### config.mk
export PLATFORM = sky130hd
export DESIGN_NAME = ramif_nibble_bridge
export DESIGN_NICKNAME = d
export VERILOG_FILES = /design/src/rtl/ramif_nibble_bridge.sv
export SDC_FILE = /design/constraint.sdc
export NUM_CORES = 1
export LEC_CHECK = 0
export ABC_AREA = 1
export CAP_MARGIN = 40
export CORE_ASPECT_RATIO = 1.4
export CORE_UTILIZATION = 35
export CTS_CLUSTER_DIAMETER = 40
export DETAILED_ROUTE_END_ITERATION = 7
export HOLD_SLACK_MARGIN = 0.03
export SETUP_SLACK_MARGIN = 0.05
export SYNTH_ARGS = -nofsm -noshare
export SYNTH_HDL_FRONTEND = slang
export SYNTH_SLANG_ARGS = --single-unit
### constraint.sdc
create_clock -name clk -period 2.24 [get_ports clk]
set_input_delay 0.448 -clock clk [delete_from_list [all_inputs] [get_ports clk]]
set_output_delay 0.448 -clock clk [all_outputs]
set_load 0.1 [all_outputs]
### src/rtl/ramif_nibble_bridge.sv
// Serialises 16-bit read addresses onto a narrow RAM pin interface and
// reassembles the returned data nibbles into a full response word.
module ramif_nibble_bridge #(
  parameter int RAMIF_WIDTH  = 4,
  parameter int ADDR_BITS    = 16,
  parameter int DATA_BITS    = 16,
  parameter int READ_LATENCY = 2
) (
  input  logic                   clk,
  input  logic                   reset,
  input  logic                   req_valid,
  output logic                   req_ready,
  input  logic [ADDR_BITS-1:0]   req_addr,
  output logic                   rsp_valid,
  output logic [DATA_BITS-1:0]   rsp_data,
  output logic [RAMIF_WIDTH-1:0] addr_bits,
  output logic                   addr_start,
  input  logic [RAMIF_WIDTH-1:0] data_bits
);

  localparam int AN  = ADDR_BITS / RAMIF_WIDTH;
  localparam int DN  = DATA_BITS / RAMIF_WIDTH;
  localparam int M1  = (AN > DN) ? AN : DN;
  localparam int MX  = (M1 > READ_LATENCY) ? M1 : READ_LATENCY;
  localparam int CW  = $clog2(MX + 1);
  localparam int RLL = (READ_LATENCY > 0) ? READ_LATENCY - 1 : 0;

  localparam logic [CW-1:0] AN_C  = CW'(AN);
  localparam logic [CW-1:0] DN_L  = CW'(DN - 1);
  localparam logic [CW-1:0] RL_L  = CW'(RLL);

  typedef enum logic [1:0] {
    IDLE,
    ADDR,
    WAIT,
    DATA
  } state_t;

  state_t                 state;
  logic [CW-1:0]          cnt;
  logic [ADDR_BITS-1:0]   addr_q;
  logic [DATA_BITS-1:0]   shadow;
  logic [DATA_BITS-1:0]   word;

  // Shadow word with the nibble arriving this cycle merged in.
  always_comb begin
    word = shadow;
    word[cnt*RAMIF_WIDTH +: RAMIF_WIDTH] = data_bits;
  end

  // Request FSM: accept, shift address out, wait, gather data.
  always_ff @(posedge clk or posedge reset) begin
    if (reset) begin
      state      <= IDLE;
      cnt        <= '0;
      addr_q     <= '0;
      shadow     <= '0;
      req_ready  <= 1'b1;
      rsp_valid  <= 1'b0;
      rsp_data   <= '0;
      addr_bits  <= '0;
      addr_start <= 1'b0;
    end else begin
      rsp_valid  <= 1'b0;
      addr_start <= 1'b0;
      unique case (state)
        IDLE: begin
          if (req_valid) begin
            addr_q     <= req_addr;
            addr_bits  <= req_addr[RAMIF_WIDTH-1:0];
            addr_start <= 1'b1;
            req_ready  <= 1'b0;
            cnt        <= CW'(1);
            state      <= ADDR;
          end
        end
        ADDR: begin
          if (cnt == AN_C) begin
            addr_bits <= '0;
            cnt       <= '0;
            state     <= (READ_LATENCY > 0) ? WAIT : DATA;
          end else begin
            addr_bits <= addr_q[cnt*RAMIF_WIDTH +: RAMIF_WIDTH];
            cnt       <= cnt + 1'b1;
          end
        end
        WAIT: begin
          if (cnt == RL_L) begin
            cnt   <= '0;
            state <= DATA;
          end else begin
            cnt <= cnt + 1'b1;
          end
        end
        DATA: begin
          shadow <= word;
          if (cnt == DN_L) begin
            rsp_data  <= word;
            rsp_valid <= 1'b1;
            req_ready <= 1'b1;
            cnt       <= '0;
            state     <= IDLE;
          end else begin
            cnt <= cnt + 1'b1;
          end
        end
        default: begin
          state     <= IDLE;
          req_ready <= 1'b1;
          cnt       <= '0;
        end
      endcase
    end
  end

endmodule

### Word level (Yosys, flattened, before mapping)

Index checks and enable logic that the tools add are counted.

* order comparisons: 0
* bitwise gates (word level): 0
* mux-type cells: 21
* reductions and logical operators: 8
* equal/unequal tests: 10
* shift operators: 3
* $mul: 0
* divide/modulo/power cells: 0
* $add $sub $neg: 2

Operators with widths (count)
* negation 5 -> 34 bit: 1
* variable shift 4 x 34 -> 16 bit (first input constant): 1
* variable part select 4 x 34 -> 16 bit: 1
* bitwise mux 16 bit: 1
* variable part select 16 x 6 -> 4 bit: 1
* two-way mux 3 bit: 4
* case mux 3 bit (4 select lines): 1
* two-way mux 2 bit: 4
* two-way mux 4 bit: 2
* inequality test 2 bit (second input constant): 4
* case mux 2 bit (4 select lines): 1
* case mux 4 bit (2 select lines): 1
* two-way mux 1 bit: 6
* AND reduction 2 bit: 3
* == test 2 bit (second input constant): 2
* AND reduction 4 bit: 1
* nonzero test 2 bit: 2
* adder 3 x 1 -> 3 bit (second input constant): 1
* == test 3 x 1 -> 1 bit (second input constant): 1
* == test 3 x 2 -> 1 bit (second input constant): 1
* == test 3 bit (second input constant): 1
* AND reduction 3 bit: 1
* == test 2 x 1 -> 1 bit (second input constant): 1
* zero test 2 bit: 1
* case mux 1 bit (2 select lines): 1

* memories: 0
* ROM bits: 0
* word-level logic and storage cells: 53
* bits in writable memories: 0
* input bits: 23
* output and inout port bits: 23
* latch bits: 0
* register bits after elaboration: 60

### Longest topological paths before layout

Gate-level depths: netlist (run 1).

* depth in word-level cells: 3
* depth in mapped cells: 10
* mapped depth without buffers: 9

### Worst setup path before layout (run 1)

Ideal clock, no wire load.

* path kind: register -> register
* start point: register cnt[1]
* end point: register shadow[0]
* stages on the path, launching flop included: 10
* clock period less this slack: 1.852 ns
* arrival time: 1.770 ns
* setup slack: 0.388 ns
* setup time: 0.083 ns
* cells stage by stage: dfrtp_1 buf_2 inv_1 ha_1 ha_1 nor2_1 nand3_1 nand2_1 nand3_1 o21ai_0

* word-level cells in the longest chain between the ends: 3
* elaborated cells between the ends (all ways): 4
* those cells by class: add/sub (1); shift (2); mux (1)

Ends and longest elaborated chain
* start, declared: line 40 `logic [CW-1:0] cnt;`
* start signal, assigned: line 84 `cnt <= cnt + 1'b1;`
* start signal, assigned: line 92 `cnt <= cnt + 1'b1;`
* start signal, assigned: line 104 `cnt <= cnt + 1'b1;`
* negation 5 -> 34 bit *: line 48 `word[cnt*RAMIF_WIDTH +: RAMIF_WIDTH] = data_bits;`
* variable part select 4 x 34 -> 16 bit / variable shift 4 x 34 -> 16 bit (equally long branches): line 48
* bitwise mux 16 bit *: line 48
* end signal, assigned: line 96 `shadow <= word;`
* end, declared: line 42 `logic [DATA_BITS-1:0] shadow;`

Mark *: on every way between the ends. The rest lies on a longest branch, timed or not.
A chain may end at the register's enable or synchronous reset.

### Worst setup path after layout (run 1)

* start point: register cnt[0]
* end point: register shadow[3]

The elaborated chain is that of the path after synthesis.

==> flow_summary.yaml, run 1 <==
floorplan:
  die_w_um: 80.16
  pin_count: 46
  fp.dieH_um: 111.4
  row_count: 39
  initial_core_util_pct: 36.29
  fp.dieArea_um2: 8930
  core-area_um2: 8247
clocking:
  cts.htree.levels: 3
  cts_sinks: 60
  clock_path_buffers: 2
  cts_tree: "built"
  path_clk_slew_ps: 50
  cts_root_buffer: "clkbuf_16"
  cts_setup_buffers: 0
  cts-resized-gates: 0
  cts_hold_buf: 0
  cts_made_buffers: 9
  clk_latency_ps: 320
sta:
  tightest_slew_ps: 464.9
  rsz0062_at_grt: "no"
  maxSlewHeadroom_pct: 68.96
  setup_ws_ps: 380.9
  tns_ps: 0
  hold_violations: 0
  period_needed_ps: 1859
  final-setup-viol-count: 0
  finClkSkew_ps: 4.454
  min_period_over_period_pct: 83.00
  report.final.slew_viol_count: 0
  max_freq_mhz: 537.9
setup_path:
  path_class: "flip-flop to flip-flop"
  cp.required_ps: 2480
  r2r-end: "shadow[3]"
  cp.arrival_ps: 2100
  cp-end-kind: "flip-flop"
  crit_fanout: 11
  cp-startpoint: "cnt[0]"
  rr_worst_depth: 8
  rrSetupSlack_ps: 380
  worstReg2RegStart: "cnt[0]"
  setup.worst_path.start_class: "flip-flop"
  crit_end: "shadow[3]"
grt:
  antenna_found_initial: 0
  grt_pass1_vias: 2478
  grtUsageTotal_pct: 16.53
  grt_max_degree: 33
  overflow: 0
  grt_pass1_wl_um: 11350
logic_synthesis:
  synthesis.nets: 407
  synth_cell_types: 27
  syn_area_um2: 2993
  postSynthCellCount: 371
  synth_warnings: 0
  synth_top_area_share_pct: 49.33
  seq_area_frac_synth_pct: 50.21
  synth-seq-cells: 60
  yosysTopAreaCell: "dfrtp_1"
  synth.area.top_cells: "dfrtp_1 49%, nand2_1 15%, o21ai_0 5.9%, inv_1 5.8%, ha_1 5.4%"
  avgSynthCellArea_um2: 8.067
placement:
  hpwlAfterDp_um: 4852
  place.gp.congestion: 0.7719
  port_buffers: 45
  place_ws_ps: 386.4
layout:
  final_nets: 458
  drive_gt1_share_pct: 13.38
  fillers: 806
  area_growth_pct: 26.17
  insertedDiodeCount: 0
  post-route-util_pct: 45.79
status:
  status: "finished, final reports clean"
hold_path:
  min_path_type: "input pin to async pin"
route:
  drc: 0
  vias: 2488
  drtAntennaViolNets: 0
  drt_pass1_iterations: 4
  drt-vias-per-instance: 4.712
  drt_iter0_drc: 107
  routed_wl_um: 6694
  avgRoutedWirePerCell_um: 12.68
flow_run:
  drv_cap: 0
metal layers:
metal	wire, µm	vias to the layer above	GRT usage (%)
met5	0	-	0
met4	119	0	6.310
met3	240	9	4.344
met2	3390	41	28.26
met1	2943	1162	19.53
li1	-	1276	-
layout by cell type, fill, tap and decap left out:
| cell type | instances |
|---|---|
| a21oi_1 | 4 |
| nand3_1 | 22 |
| dfstp_2 | 1 |
| clkbuf_16 | 9 |
| a22oi_1 | 8 |
| a31oi_1 | 1 |
| o21a_1 | 1 |
| inv_2 | 5 |
| o21ai_0 | 35 |
| nand4_1 | 4 |
| clkdlybuf4s50_1 | 22 |
| buf_4 | 29 |
| clkinv_2 | 2 |
| a21oi_2 | 1 |
| nand2_1 | 118 |
| clkbuf_1 | 2 |
| nor2b_1 | 1 |
| o21ai_4 | 1 |
| nor3_2 | 1 |
| nor3_1 | 3 |
| nor2_2 | 4 |
| nor2_4 | 1 |
| ha_1 | 13 |
| dfrtp_1 | 59 |
| nor2_1 | 24 |
| nand3b_1 | 1 |
| o21ai_1 | 6 |
| clkbuf_8 | 2 |
| inv_1 | 45 |
| buf_12 | 1 |
layout make-up:
class	instances	area, µm²	share of cell area [%]
timing repair buffer	52	457.9	12.13
clock buffer	13	260.3	6.892
sequential	60	1503	39.79
clock inverter	2	10.01	0.2651
tap	102	127.6	3.380
multi-input combinational	249	1230	32.57
inverter	50	187.7	4.970
registers in the layout, summed over array words and instances, names as in the netlist:
signal / flops
addr_q: 16
rsp_data: 16
shadow: 16
addr_bits: 4
cnt: 3
state: 2
addr_start: 1
req_ready: 1
rsp_valid: 1
through the flow:
| stage | instances | hold slack, ps | instance area (µm²) |
|---|---|---|---|
| 6_report | 528 | 465.5 | 3776 |
| 4_1_cts | 528 | 468.8 | 3776 |
| 5_1_grt | 528 | 508.5 | 3776 |
| 3_3_place_gp | 513 | 461.6 | 3506 |
| 2_1_floorplan | 371 | 449.2 | 2993 |
| 3_5_place_dp | 513 | 470.1 | 3506 |
synth_stat cells:
| cell | n |
|---|---|
| nand3_1 | 22 |
| nand4_1 | 4 |
| o21ai_0 | 35 |
| a21oi_2 | 1 |
| buf_4 | 3 |
| clkbuf_1 | 1 |
| ha_1 | 13 |
| nand3b_1 | 1 |
| o21ai_4 | 1 |
| dfstp_2 | 1 |
| a22oi_1 | 8 |
| nor3_2 | 1 |
| o21ai_1 | 6 |
| nand2_1 | 118 |
| a21oi_1 | 4 |
| buf_6 | 1 |
| nor2_1 | 24 |
| nor2b_1 | 1 |
| dfrtp_1 | 59 |
| nor2_4 | 1 |
| nor3_1 | 3 |
| inv_2 | 4 |
| nor2_2 | 4 |
| inv_1 | 46 |
| a31oi_1 | 1 |
| o21a_1 | 1 |
| buf_2 | 7 |
worst min path at each step:
stage / startpoint / to / slack (ps)
2_1_floorplan: shadow[10] / shadow[10] / 450
4_1_cts: reset / shadow[3] / 470
5_1_grt: reset / shadow[3] / 510
3_5_place_dp: rsp_data[8] / rsp_data[8] / 470
3_3_place_gp: shadow[10] / shadow[10] / 460
6_report: reset / addr_q[8] / 470
cell families after synthesis:
| family | Yosys count | synth area share, % |
|---|---|---|
| buffers and inverters | 62 | 8.695 |
| flip-flops | 60 | 50.21 |
| adder cells (fa/ha/maj) | 13 | 5.435 |
| AO/OA/AOI/OAI | 57 | 10.83 |
| AND/OR/NAND/NOR | 179 | 24.83 |
worst max-delay path, stage by stage, from the launching register on:
cell and delay [ps]:
dfrtp_1 380, inv_2 160, ha_1 210, ha_1 270, nor2_1 270, nand3_1 210
nand2_1 120, nand3_1 90, o21ai_0 70
Power of run 1 is left out: the tool's default activity adds up to more than one toggle a clock period on the data nets, which glitch-free logic cannot reach.
==> run 2: changes to the inputs <==
Clock period 2.24 ns to 1.5 ns, I/O delays scaled along.
==> flow_summary.yaml, run 2 (same netlist as run 1, synthesis figures left out) <==
status:
  status: "finished, violations left"
  violations: "negative setup slack"
sta:
  maxSlewHeadroom_pct: 81.96
  final-setup-viol-count: 32
  min_period_over_period_pct: 104.0
  period_needed_ps: 1560
  setup_ws_ps: -60.23
  tightest_slew_ps: 270.4
  finClkSkew_ps: 6.390
  max_freq_mhz: 640.9
  rsz0062_at_grt: "yes"
  hold_violations: 0
  report.final.slew_viol_count: 0
floorplan:
  initial_core_util_pct: 36.29
  row_count: 39
  fp.dieH_um: 111.4
  die_w_um: 80.16
  core-area_um2: 8247
  fp.dieArea_um2: 8930
  pin_count: 46
placement:
  post_dp_cell_area_um2: 3955
  hpwlAfterDp_um: 5042
  place.gp.congestion: 0.7949
  port_buffers: 45
layout:
  final_area_um2: 4592
  drive_gt1_share_pct: 30.13
  post-route-util_pct: 55.68
  insertedDiodeCount: 0
  mostFrequentLayoutCell: "nand2_1"
  fillers: 721
  area_growth_pct: 53.43
  mostFrequentLayoutCells: "101 x nand2_1, 57 x dfrtp_1, 39 x inv_1"
  top_regs: "addr_q (16), rsp_data (16), shadow (16)"
  final_nets: 479
route:
  drc: 0
  routed_wl_um: 7435
  drtAntennaViolNets: 0
  drt_iter0_drc: 134
  vias: 2644
  avgRoutedWirePerCell_um: 13.52
  drt-vias-per-instance: 4.807
  drt_pass1_iterations: 5
setup_path:
  crit_fanout: 5
  cp.arrival_ps: 1810
  setup.worst_path.start_class: "flip-flop"
  path_class: "flip-flop to flip-flop"
  cp.required_ps: 1750
  cp-end-kind: "flip-flop"
clocking:
  path_clk_slew_ps: 50
  cts_sinks: 60
  cts_tree: "built"
  cts.htree.levels: 3
  clk_latency_ps: 330
  clock_path_buffers: 2
  cts_root_buffer: "clkbuf_16"
  cts_hold_buf: 0
  cts_made_buffers: 9
grt:
  grt_max_degree: 48
  antenna_found_initial: 0
  grtUsageTotal_pct: 18.04
  overflow: 0
  grt_pass1_wl_um: 12100
  grt_pass1_vias: 2675
flow_run:
  drv_cap: 0
hold_path:
  min_path_type: "input pin to async pin"
## run 2: worst paths after layout
check                               start      endpoint  slack [ps]  cells after the start
max in group asynchronous           reset     req_ready         800                      3
worst min register to register  addr_q[2]     addr_q[2]         490                      2
worst min-delay path                reset    addr_start         210                      2
worst max-delay path               cnt[0]  rsp_data[14]         -60                      7
worst max register to register     cnt[0]  rsp_data[14]         -60                      7
min in group clk                addr_q[2]     addr_q[2]         490                      2
## run 2: layout make-up
cell class | instances | area, µm² | area share [%]
inverter | 50 | 209.0 | 4.550
clock inverter | 4 | 47.55 | 1.035
tap | 102 | 127.6 | 2.779
timing repair inverter | 1 | 6.256 | 0.1362
sequential | 60 | 1505 | 32.78
multi-input combinational | 249 | 1516 | 33.02
clock buffer | 12 | 256.5 | 5.586
timing repair buffer | 72 | 923.4 | 20.11
## run 2: through the flow
stage / hold slack [ps] / std cells / setup TNS [ps] / setup WS [ps]
after CTS: 196.5 / 542 / -1398 / -73.06
after global placement: 470.2 / 524 / -1500 / -111.7
after floorplan: 405.5 / 371 / -1416 / -84.77
final: 206.1 / 550 / -1075 / -60.23
after global routing: 204.6 / 550 / -3636 / -131.4
after detailed placement: 478.8 / 524 / -3990 / -212.5
## run 2: per-layer routing
metal | up-vias | part of all wire, % | track usage [%]
met1 | 1230 | 40 | 20.10
li1 | 1325 | - | -
met4 | 0 | 2.8 | 9.405
met2 | 71 | 54 | 30.77
met3 | 18 | 3.2 | 5.000
met5 | - | 0 | 0
## run 2: what timing repair did
item | 4_1_cts | 5_1_grt
pin swaps | 18 | 17
cloned | 0 | 1
setup buffers | 2 | 7
endpoints found under the setup margin | 45 | 58
resized for setup | 35 | 46
## run 2: worst max-delay path, cell delays in order (launching register included)
cell and delay (ps):
dfrtp_2 450, inv_8 40, ha_4 160, ha_4 330
nand2_4 100, nor2_4 180, a22oi_2 90, o21ai_2 140
Power of run 2 is left out for the same reason.
